## config.mk

```make
export PLATFORM = sky130hd
export DESIGN_NAME = present_core
export DESIGN_NICKNAME = d
export VERILOG_FILES = /design/src/rtl/present_core.sv
export SDC_FILE = /design/constraint.sdc
export NUM_CORES = 1
export LEC_CHECK = 0
export CELL_PAD_IN_SITES_DETAIL_PLACEMENT = 1
export CELL_PAD_IN_SITES_GLOBAL_PLACEMENT = 1
export CORE_ASPECT_RATIO = 1.4
export CORE_UTILIZATION = 41
export DETAILED_ROUTE_END_ITERATION = 7
export GPL_TIMING_DRIVEN = 1
export PLACE_DENSITY_LB_ADDON = 0.1
export SLEW_MARGIN = 20
export SYNTH_ARGS = -nofsm -noshare
export SYNTH_HDL_FRONTEND = slang
export SYNTH_SLANG_ARGS = --single-unit
```

## constraint.sdc

```tcl
create_clock -name clk -period 3 [get_ports clk]
set_input_delay 0.9 -clock clk [delete_from_list [all_inputs] [get_ports clk]]
set_output_delay 0.9 -clock clk [all_outputs]
set_load 0.01 [all_outputs]
```

## src/rtl/present_core.sv

```systemverilog
// present_core
//
// Iterative PRESENT block-cipher encryption engine. One cipher round is
// computed per clock: round-key addition, 4-bit S-box layer and the 64-bit
// bit permutation, with the key schedule updated on the fly alongside the
// data. The whitening key of the last round is applied in a dedicated
// FINAL cycle before the ciphertext is presented on the output handshake.
//
// Parameters:
//   KEY_BITS  key length, 80 or 128
//   ROUNDS    number of full rounds, 1..31
//
// Ports:
//   clk        rising-edge clock
//   rst        synchronous, active-high reset
//   in_valid   plaintext/key presented by the source
//   in_ready   core can accept a block (IDLE only)
//   in_data    64-bit plaintext, bit 0 = LSB
//   in_key     KEY_BITS-bit cipher key
//   out_valid  ciphertext available (HOLD)
//   out_ready  downstream accepts ciphertext
//   out_data   64-bit ciphertext, retained after the handshake
//   busy       high while rounds are being computed (RUN and FINAL)

module present_core #(
  parameter int KEY_BITS = 80,
  parameter int ROUNDS   = 31
) (
  input  logic                clk,
  input  logic                rst,
  input  logic                in_valid,
  output logic                in_ready,
  input  logic [63:0]         in_data,
  input  logic [KEY_BITS-1:0] in_key,
  output logic                out_valid,
  input  logic                out_ready,
  output logic [63:0]         out_data,
  output logic                busy
);

  if (KEY_BITS != 80 && KEY_BITS != 128) begin : g_bad_key_bits
    $error("present_core: KEY_BITS must be 80 or 128");
  end

  if (ROUNDS < 1 || ROUNDS > 31) begin : g_bad_rounds
    $error("present_core: ROUNDS must be in 1..31");
  end

  typedef enum logic [1:0] {
    IDLE  = 2'd0,
    RUN   = 2'd1,
    FINAL = 2'd2,
    HOLD  = 2'd3
  } fsm_t;

  fsm_t                fsm_q;
  fsm_t                fsm_d;
  logic [63:0]         data_q;
  logic [KEY_BITS-1:0] key_q;
  logic [4:0]          rc_q;
  logic [63:0]         out_data_q;

  logic [63:0]         round_key;
  logic [KEY_BITS-1:0] key_rot;
  logic [KEY_BITS-1:0] key_next;

  function automatic logic [3:0] sbox(input logic [3:0] x);
    logic [3:0] y;
    case (x)
      4'h0: y = 4'hC;
      4'h1: y = 4'h5;
      4'h2: y = 4'h6;
      4'h3: y = 4'hB;
      4'h4: y = 4'h9;
      4'h5: y = 4'h0;
      4'h6: y = 4'hA;
      4'h7: y = 4'hD;
      4'h8: y = 4'h3;
      4'h9: y = 4'hE;
      4'hA: y = 4'hF;
      4'hB: y = 4'h8;
      4'hC: y = 4'h4;
      4'hD: y = 4'h7;
      4'hE: y = 4'h1;
      default: y = 4'h2;
    endcase
    return y;
  endfunction

  function automatic logic [63:0] sbox_layer(input logic [63:0] x);
    logic [63:0] y;
    y = '0;
    for (int n = 0; n < 16; n++) begin
      y[4*n +: 4] = sbox(x[4*n +: 4]);
    end
    return y;
  endfunction

  // Bit i lands on 16*i mod 63; bit 63 is a fixed point of the permutation.
  function automatic logic [63:0] p_layer(input logic [63:0] x);
    logic [63:0] y;
    y = '0;
    for (int i = 0; i < 63; i++) begin
      y[(16*i) % 63] = x[i];
    end
    y[63] = x[63];
    return y;
  endfunction

  // The round key is always the top 64 bits of the key register.
  assign round_key = key_q[KEY_BITS-1 -: 64];

  // Key register rotated left by 61 bit positions.
  assign key_rot = {key_q[KEY_BITS-62:0], key_q[KEY_BITS-1:KEY_BITS-61]};

  // Key-schedule non-linearity and round-counter injection differ between
  // the two key lengths; only the matching branch is elaborated.
  if (KEY_BITS == 128) begin : g_key128
    always_comb begin
      key_next          = key_rot;
      key_next[127:124] = sbox(key_rot[127:124]);
      key_next[123:120] = sbox(key_rot[123:120]);
      key_next[66:62]   = key_rot[66:62] ^ rc_q;
    end
  end else begin : g_key80
    always_comb begin
      key_next        = key_rot;
      key_next[79:76] = sbox(key_rot[79:76]);
      key_next[19:15] = key_rot[19:15] ^ rc_q;
    end
  end

  always_ff @(posedge clk) begin
    if (rst) begin
      fsm_q <= IDLE;
    end else begin
      fsm_q <= fsm_d;
    end
  end

  // in_ready/out_valid/busy are pure state decodes, so reset returns them to
  // their idle values on the same edge that clears the state register.
  always_comb begin
    fsm_d     = fsm_q;
    in_ready  = 1'b0;
    out_valid = 1'b0;
    busy      = 1'b0;
    case (fsm_q)
      IDLE: begin
        in_ready = 1'b1;
        if (in_valid) begin
          fsm_d = RUN;
        end
      end
      RUN: begin
        busy = 1'b1;
        if (rc_q == 5'(ROUNDS)) begin
          fsm_d = FINAL;
        end
      end
      FINAL: begin
        busy  = 1'b1;
        fsm_d = HOLD;
      end
      HOLD: begin
        out_valid = 1'b1;
        if (out_ready) begin
          fsm_d = IDLE;
        end
      end
      default: begin
        fsm_d = IDLE;
      end
    endcase
  end

  always_ff @(posedge clk) begin
    if (rst) begin
      data_q     <= '0;
      key_q      <= '0;
      rc_q       <= '0;
      out_data_q <= '0;
    end else begin
      case (fsm_q)
        IDLE: begin
          if (in_valid) begin
            data_q <= in_data;
            key_q  <= in_key;
            rc_q   <= 5'd1;
          end
        end
        RUN: begin
          data_q <= p_layer(sbox_layer(data_q ^ round_key));
          key_q  <= key_next;
          rc_q   <= rc_q + 5'd1;
        end
        FINAL: begin
          out_data_q <= data_q ^ round_key;
        end
        default: begin
        end
      endcase
    end
  end

  assign out_data = out_data_q;

endmodule

```

After elaboration in Yosys (flattened, before gate mapping)
Memories as Yosys holds them, arrays and structs flattened. A register that Yosys moved wholly into a read port is not among the register bits.
Cells that the tools add are included.
- add/subtract/negate cells: 1
- $mul: 0
- divide/modulo/power cells: 0
- magnitude comparators: 0
- equal/unequal tests: 7
- shifts and indexed selects: 0
- multiplexer cells: 15
- bitwise logic cells: 2
- reductions and logical operators: 5
- operators with widths (kind ; number):
    80-bit case mux with 2 select lines ; 1
    64-bit case mux with 2 select lines ; 1
    80-bit 2-to-1 mux ; 1
    64-bit 2-to-1 mux ; 1
    64-bit bitwise XOR ; 1
    5-bit case mux with 2 select lines ; 1
    4-bit 2-to-1 mux ; 2
    2-bit case mux with 4 select lines ; 1
    2-bit 2-to-1 mux ; 3
    2-bit inequality test (second input constant) ; 3
    5-bit by 1-bit adder with 5-bit output (second input constant) ; 1
    5-bit equality test (second input constant) ; 1
    5-bit 2-to-1 mux ; 1
    5-bit bitwise XOR ; 1
    2-bit equality test (second input constant) ; 2
    1-bit 2-to-1 mux ; 3
    3-bit AND reduction ; 1
    2-bit by 1-bit equality test with 1-bit output (second input constant) ; 1
    2-bit logical NOT ; 1
    2-bit AND reduction ; 1
    2-bit nonzero test ; 1
    2-bit OR reduction ; 1
- register bits: 215
- bits in latches: 0
- RAM bits: 0
- ROM bits: 1088
- word-level logic and storage cells: 52
- memories: 17
- memories (name ; depth ; bits a word ; rd ports ; clocked after memory_dff ; wr ports ; line ; text):
    (no name shown) ; 16 ; 4 ; 1 ; 0 ; 0 ; 69 ; case (x)
    (no name shown) ; 16 ; 4 ; 1 ; 0 ; 0 ; 69 ;
    (no name shown) ; 16 ; 4 ; 1 ; 0 ; 0 ; 69 ;
    (no name shown) ; 16 ; 4 ; 1 ; 0 ; 0 ; 69 ;
    (no name shown) ; 16 ; 4 ; 1 ; 0 ; 0 ; 69 ;
    (no name shown) ; 16 ; 4 ; 1 ; 0 ; 0 ; 69 ;
    11 more memories ; n/a ; n/a ; n/a ; n/a ; n/a ; n/a ;

Logic depth before layout (Yosys ltp)
Gate-level depths: netlist (run 1).
- depth in word-level cells: 5
- depth in mapped cells: 11
- mapped depth without buffers: 10

Worst setup path before layout (run 1)
No wires, ideal clock.
- path type: input to register
- start point: in rst
- end point: reg key_next[76] (netlist name)
- library setup time: 0.117 ns
- data arrival time: 2.603 ns
- data required time: 2.883 ns
- setup slack: 0.279 ns
- stages on the path: 7
- buffers on the path: 3
- path through: clkbuf_1 clkbuf_1 buf_1 nor2_1 ha_1 or3_1 a32o_1
- cells in the longest elaborated chain, start to end: 1
- RTL lines (what ; line ; text):
    start, declared ; 30 ; input logic rst,
    4-bit 2-to-1 mux (no line) ; n/a ;
Every way passes these cells.
A chain may end at the register's enable or synchronous reset.

Final worst setup path (run 1)
- start point: reg fsm_q[0]
- end point: out busy
- cells in the longest elaborated chain, start to end: 3
- elaborated cells between the ends (all ways): 4
- those cells by class: eq/ne: 2; mux: 1; reduce/logical: 1
- RTL lines (what ; line ; text):
    start, declared ; 56 ; fsm_t fsm_q;
    start signal, assigned ; 137 ; fsm_q <= fsm_d;
    2-bit by 1-bit equality test with 1-bit output or 2-bit equality test (tied branches) ; 148 ; case (fsm_q)
    2-bit OR reduction (no line) * ; n/a ;
    1-bit 2-to-1 mux * ; 148 ;
    end, declared ; 38 ; output logic busy
Every way passes the cells marked *; elsewhere a longest branch is shown, timed or not.

==> results.md, run 1 <==
- Status: finished, final reports clean
- GR Overflow Total: 0
- Post-synthesis async set-or-reset flop share: 0%
- Largest area contributor in the netlist: dfxtp_1
- Instance area at placement: 14,800 um2
- Global-route wire length before repair: 62,900 um
- Final setup viols: 0
- EDFF count, synth: 0
- Post-DRT Antenna Nets: 0
- Combinational share of power: 62.7%
- TritonCTS clock tree: built
- GRT Overall Usage: 27.6%
- Share of power burned in registers: 24.0%
- Slew @ Worst Pin: 0.958 ns
- Final net count: 1,694
- DP HPWL: 31,500 um
- Core Box Area: 28,700 um2
- Wire length per cell: 22.5 um
- Psw: 0.0107 W
- Finished Core Util: 54.3%
- Initial Util: 42.1%
- Max VDD drop: 636 uV
- Post-Syn Area: 12,100 um2
- CP Launch Type: flip-flop
- Largest net degree at the start of global routing: 110
- Die area: 30,100 um2
- Die Y: 205 um
- Largest cells by area after synthesis: dfxtp_1, mux2i_1, a211oi_1, ha_1, nor2_1
- CP Data Arrival Time: 2.01 ns
- #FFs+latches synth: 219
- TritonCTS Buffers: 24
- Vias in the first global route: 10,600
- Count of pins over their slew limit: 0
- Cells on Worst Hold Path: 2
- P_int: 0.0125 W
- Post-CTS sizing: 0
- Avg Inst Size Synth: 9.60 um2
- Root cell of the clock tree: clkbuf_16
- IO buf count: 214
- RSZ-0062 raised after global routing: no
- I/O pin count: 215
- Area growth syn-to-layout: 29.2%
- Sw frac: 46.2%
- Max Fclk: 0.343 GHz
- Power density over the cells: 1490 nW/um2
- Worst-path maximum fanout: 4
- Overall Power: 0.0232 W
- Reg2reg path depth: 6
- Synth Instances: 1,257
- CTS H-Tree Depth: 1
- Fin crit share: 97.1%
- Num rows: 73
- Top FF cell, synth: dfxtp_1
- Final Worst Setup Slack: 0.0866 ns
- DR vias: 10,300
- Worst slack, placed: -0.0710 ns
- # diodes: 0
- Yosys cell types: 47
- Leak Pwr: 6.11 nW
- Skew final: 0.0219 ns
- Post-CTS Setup Inserts: 0
- Min Tclk post-route: 2.91 ns
- WP data required: 2.10 ns
- CTS Hold Bufs: 0
- Register area share after synthesis: 36.3%
- MaxCap Viol Count: 0
- Highest-count cells in the layout ignoring fill and taps: dfxtp_1, nor2_1, clkdlybuf4s50_1, a211oi_1, mux2i_1
- Reg clk slew, reported paths: 0.06 ns
- Worst min path class: flip-flop to flip-flop
- Clock Sinks: 219
- Crit end category: output port
- Skew-Pair Late Insertion Delay: 0.54 ns
- Top cell type's share of synthesized area: 36.3%
- Residual DRC count: 0
- Commonest non-fill, non-tap cell in the layout: dfxtp_1
- Initial antenna violation count: 1
- Gpl congestion: 0.849
- Drt first pass iters: 5
- Die W: 147 um
- Layout cell share with drive strength beyond 1: 8.76%
- Yosys warns: 0
- Clk buf depth: 3
- Post-Route WL: 41,600 um
- Crit path kind: flip-flop to output port
- Relative slew slack: 36.1%
- 1st-iter DRT viols: 508
- Final Cell Area: 15,600 um2
- Syn Nets: 1,496
- Final hold violation count: 0
- Vias per cell: 5.59
- Clock share of power: 13.4%
==> registers in the layout, summed over array words and instances (netlist names) <==
register and count:
key_q 80, data_q 64, out_data 64, rc_q 5, key_next 4, fsm_q 2
==> power groups by stage <==
stage          registers [W]  clock network (W)  logic, W
2_1_floorplan        0.00521                  0   0.00951
6_report             0.00555            0.00310    0.0145
3_3_place_gp         0.00557                  0    0.0139
4_1_cts              0.00556            0.00314    0.0145
3_5_place_dp         0.00561                  0    0.0144
5_1_grt              0.00569            0.00326    0.0157
==> final timing paths <==
path	startpoint	to	slack, ns
max reg2reg	data_q[61]	data_q[47]	0.40
min reg2reg	data_q[28]	data_q[28]	0.47
min	data_q[28]	data_q[28]	0.47
max	fsm_q[0]	busy	0.09
==> synth_stat cells, drive strengths merged (4+ instances only) <==
cell type    n
a211oi     156
inv         64
o211ai       5
a311oi       8
a22oi        4
mux2i      127
xor2        20
ha          91
mux4        32
nand2       30
a2bb2oi     14
clkbuf      57
or2          5
xnor2       74
buf         31
a21oi       22
o21ai       14
nand3        4
o31ai        7
nor3        11
nor2       217
dfxtp      219
a222oi      23
==> worst max-delay path: stages (launching register included) <==
cell             delay [ns]
dfxtp_1                0.44
inv_1                  0.13
ha_2                   0.35
clkdlybuf4s50_1        0.55
==> through the flow <==
stage / hold slack [ns] / cells / TNS [ns]
after floorplan: 0.445 / 1257 / 0
after global placement: 0.451 / 1804 / -0.0216
after detailed placement: 0.467 / 1804 / -0.0710
after CTS: 0.476 / 1847 / 0
after global routing: 0.489 / 1847 / 0
final: 0.472 / 1847 / 0
==> cells by family (layout without fill, tap and decap cells) <==
group / after synthesis / after routing / share of synthesized area [%]
xor gates and xnor gates: 94 / 94 / 6.88
muxes: 160 / 160 / 16.7
buffers and inverters: 152 / 367 / 4.99
AOI/OAI and AO/OA: 264 / 264 / 16.6
DFF: 219 / 219 / 36.3
adders and majority gates: 91 / 91 / 9.43
and+or+nand+nor: 277 / 277 / 9.12
==> routing by layer <==
layer,track usage (%),up-vias,share of wire (%)
met3,3.70,81,4.7
met4,12.7,2,4.4
met5,0,-,0.029
li1,-,4901,-
met1,33.8,5053,41
met2,48.0,283,49
==> area by class of cell <==
class	instances	area [um2]
Fill cell	3233	13100
Tap cell	375	469
Timing Repair Buffer	260	2560
Inverter	64	240
Clock inverter	8	133
Clock buffer	35	672
Multi-Input combinational cell	886	7130
Sequential cell	219	4380
Note: power is estimated with default switching activity, not from simulation.
==> inputs of run 2 (changes only) <==
CORE_UTILIZATION = 30   (was 41)
==> run 2 against run 1 <==
  * Sequential power is essentially flat
  * Critical endpoint unchanged
  * Global-route usage shrank 5.6 points
  * Clock power grew 5%
  * Setup slack gained 0.038 ns
  * Power grew 2.3%
==> results.md, run 2 (synthesized netlist as in run 1, its figures left out) <==
- Post-Route WL: 45,000 um (was 41,600 um)
- Post-DRT Antenna Nets: 0 (unchanged)
- 1st-iter DRT viols: 550 (was 508)
- Max Fclk: 0.348 GHz (was 0.343 GHz)
- Vias in the first global route: 10,600 (about the same)
- Core Box Area: 39,500 um2 (was 28,700 um2)
- Critical R2R Capture: data_q[40] (was data_q[47])
- Post-route met1 wirelength: 19,000 um (was 17,300 um)
- RSZ-0062 raised after global routing: no (unchanged)
- Cells on Worst Hold Path: 2 (unchanged)
- Clk buf depth: 3 (unchanged)
- Power density over the cells: 1490 nW/um2 (about the same)
- Cell depth of the worst setup path: 3 (unchanged)
- Worst-path maximum fanout: 4 (unchanged)
- Max VDD drop: 565 uV (was 636 uV)
- TritonCTS clock tree: built (unchanged)
- Status: finished, final reports clean (unchanged)
- Worst min path class: flip-flop to flip-flop (unchanged)
- Highest-count cells in the layout ignoring fill and taps: dfxtp_1, nor2_1, clkdlybuf4s50_1, a211oi_1, mux2i_1 (unchanged)
- Count of pins over their slew limit: 0 (unchanged)
- Layout cell share with drive strength beyond 1: 9.40% (was 8.76%)
- DR vias: 10,200 (was 10,300)
- Residual DRC count: 0 (unchanged)
- IO buf count: 214 (unchanged)
- Min Tclk post-route: 2.87 ns (was 2.91 ns)
- Reg clk slew, reported paths: 0.06 ns (about the same)
- MaxCap Viol Count: 0 (unchanged)
- Skew-Pair Late Insertion Delay: 0.55 ns (was 0.54 ns)
- Hold path endpoint: data_q[28] (unchanged)
- Reg2reg path depth: 6 (unchanged)
- Largest net degree at the start of global routing: 162 (was 110)
- Crit end category: output port (unchanged)
- Largest register FFs: 80 (unchanged)
- R2R setup slack: 0.39 ns (was 0.40 ns)
- Placed insts: 1,963 (was 1,804)
- CP cell instances: inv_1 > ha_2 > clkdlybuf4s50_1 (unchanged)
- GR Overflow Total: 0 (unchanged)
- Final hold violation count: 0 (unchanged)
- Initial antenna violation count: 0 (was 1)
- Max Used Layer: met4 (was met5)
- CP Data Arrival Time: 1.97 ns (was 2.01 ns)
- Non-Filler Instances: 2,007 (was 1,847)
- CTS H-Tree Depth: 1 (unchanged)
- CP top delay family: buffers and inverters (unchanged)
- Die Y: 239 um (was 205 um)
- CP Launch Type: flip-flop (unchanged)
- GRT Overall Usage: 22.0% (was 27.6%)
- TritonCTS Buffers: 25 (was 24)
- Post-Route Setup TNS: 0 ns (unchanged)
- Max incr delay on CP: 0.53 ns (was 0.55 ns)
- Initial Util: 30.6% (was 42.1%)
- Relative slew slack: 45.0% (was 36.1%)
- Vias per cell: 5.08 (was 5.59)
- Area growth syn-to-layout: 32.0% (was 29.2%)
- Final net count: 1,701 (was 1,694)
- WP data required: 2.10 ns (about the same)
- Slew @ Worst Pin: 0.825 ns (was 0.958 ns)
- Crit path kind: flip-flop to output port (unchanged)
- Leak Pwr: 6.18 nW (was 6.11 nW)
- Root cell of the clock tree: clkbuf_16 (unchanged)
- # diodes: 0 (unchanged)
- Gpl congestion: 0.848 (was 0.849)
- HP Start: data_q[28] (unchanged)
- Fin Hold WS: 0.474 ns (was 0.472 ns)
- Drt first pass iters: 7 (was 5)
- Wire length per cell: 22.4 um (was 22.5 um)
- Final setup viols: 0 (unchanged)
- DP HPWL: 34,200 um (was 31,500 um)
- Clock Sinks: 219 (unchanged)
- R2r startpoint: key_q[49] (was data_q[61])
- Routed wl met3: 1530 um (was 1940 um)
- I/O pin count: 215 (unchanged)
- Fin crit share: 95.8% (was 97.1%)
- Fillers: 4,458 (was 3,233)
- Die area: 41,000 um2 (was 30,100 um2)
- CTS Hold Bufs: 0 (unchanged)
- Metal2 WL: 22,800 um (was 20,600 um)
- Crit path from: fsm_q[0] (unchanged)
- Die W: 172 um (was 147 um)
- WP buf/inv: 2 (unchanged)
- Most flops, register: key_q (unchanged)
- Num rows: 86 (was 73)
- Slowest CP cell: clkdlybuf4s50_1 (unchanged)
- Commonest non-fill, non-tap cell in the layout: dfxtp_1 (unchanged)
- Skew final: 0.0164 ns (was 0.0219 ns)
- Global-route wire length before repair: 66,300 um (was 62,900 um)
[run 2: report_power, final]
group,internal [W],switching [W]
registers,0.00423,0.00133
logic,0.00665,0.00825
clock network,0.00193,0.00131
[run 2: worst min-delay path, cell delays in order (launching register included)]
cell and delay, ns:
dfxtp_1 0.32, nand2_1 0.06, a21oi_1 0.05
[run 2: area by class of cell]
type | count | area [um2] | area share [%]
Tap cell | 528 | 661 | 4.15
Timing Repair Buffer | 266 | 2670 | 16.8
Clock buffer | 36 | 727 | 4.56
Sequential cell | 219 | 4380 | 27.5
Inverter | 64 | 240 | 1.51
Multi-Input combinational cell | 886 | 7130 | 44.7
Clock inverter | 8 | 124 | 0.777
[run 2: repair_timing]
action                                  in CTS  in global routing
endpoints found under the setup margin       0                  1
hold endpoints to repair                     0                  0
setup buffers                                0                  0
resized for setup                            0                  1
[run 2: stage by stage]
step                utilization (%)  cell area (um2)  total power [W]  setup slack, ns
floorplan                         -            12100           0.0147            0.279
CTS                            40.3            15900           0.0240           0.0261
global placement               38.2            15100           0.0203          -0.0287
global route                   40.3            15900           0.0254           0.0286
finish                         40.3            15900           0.0237            0.125
detailed placement             38.2            15100           0.0207          -0.0593
[run 2: metal layers]
metal  global-route usage [%]  vias to the layer above
met3                     1.95                       67
met4                     8.77                        0
li1                         -                     4910
met5                        0                        -
met1                     27.1                     5005
met2                     38.9                      212
[run 2: worst max-delay path by stage]
stage | end
after floorplan | key_next[76]
after global placement | key_next[76]
final | busy
after detailed placement | key_next[76]
after CTS | in_ready
after global routing | busy
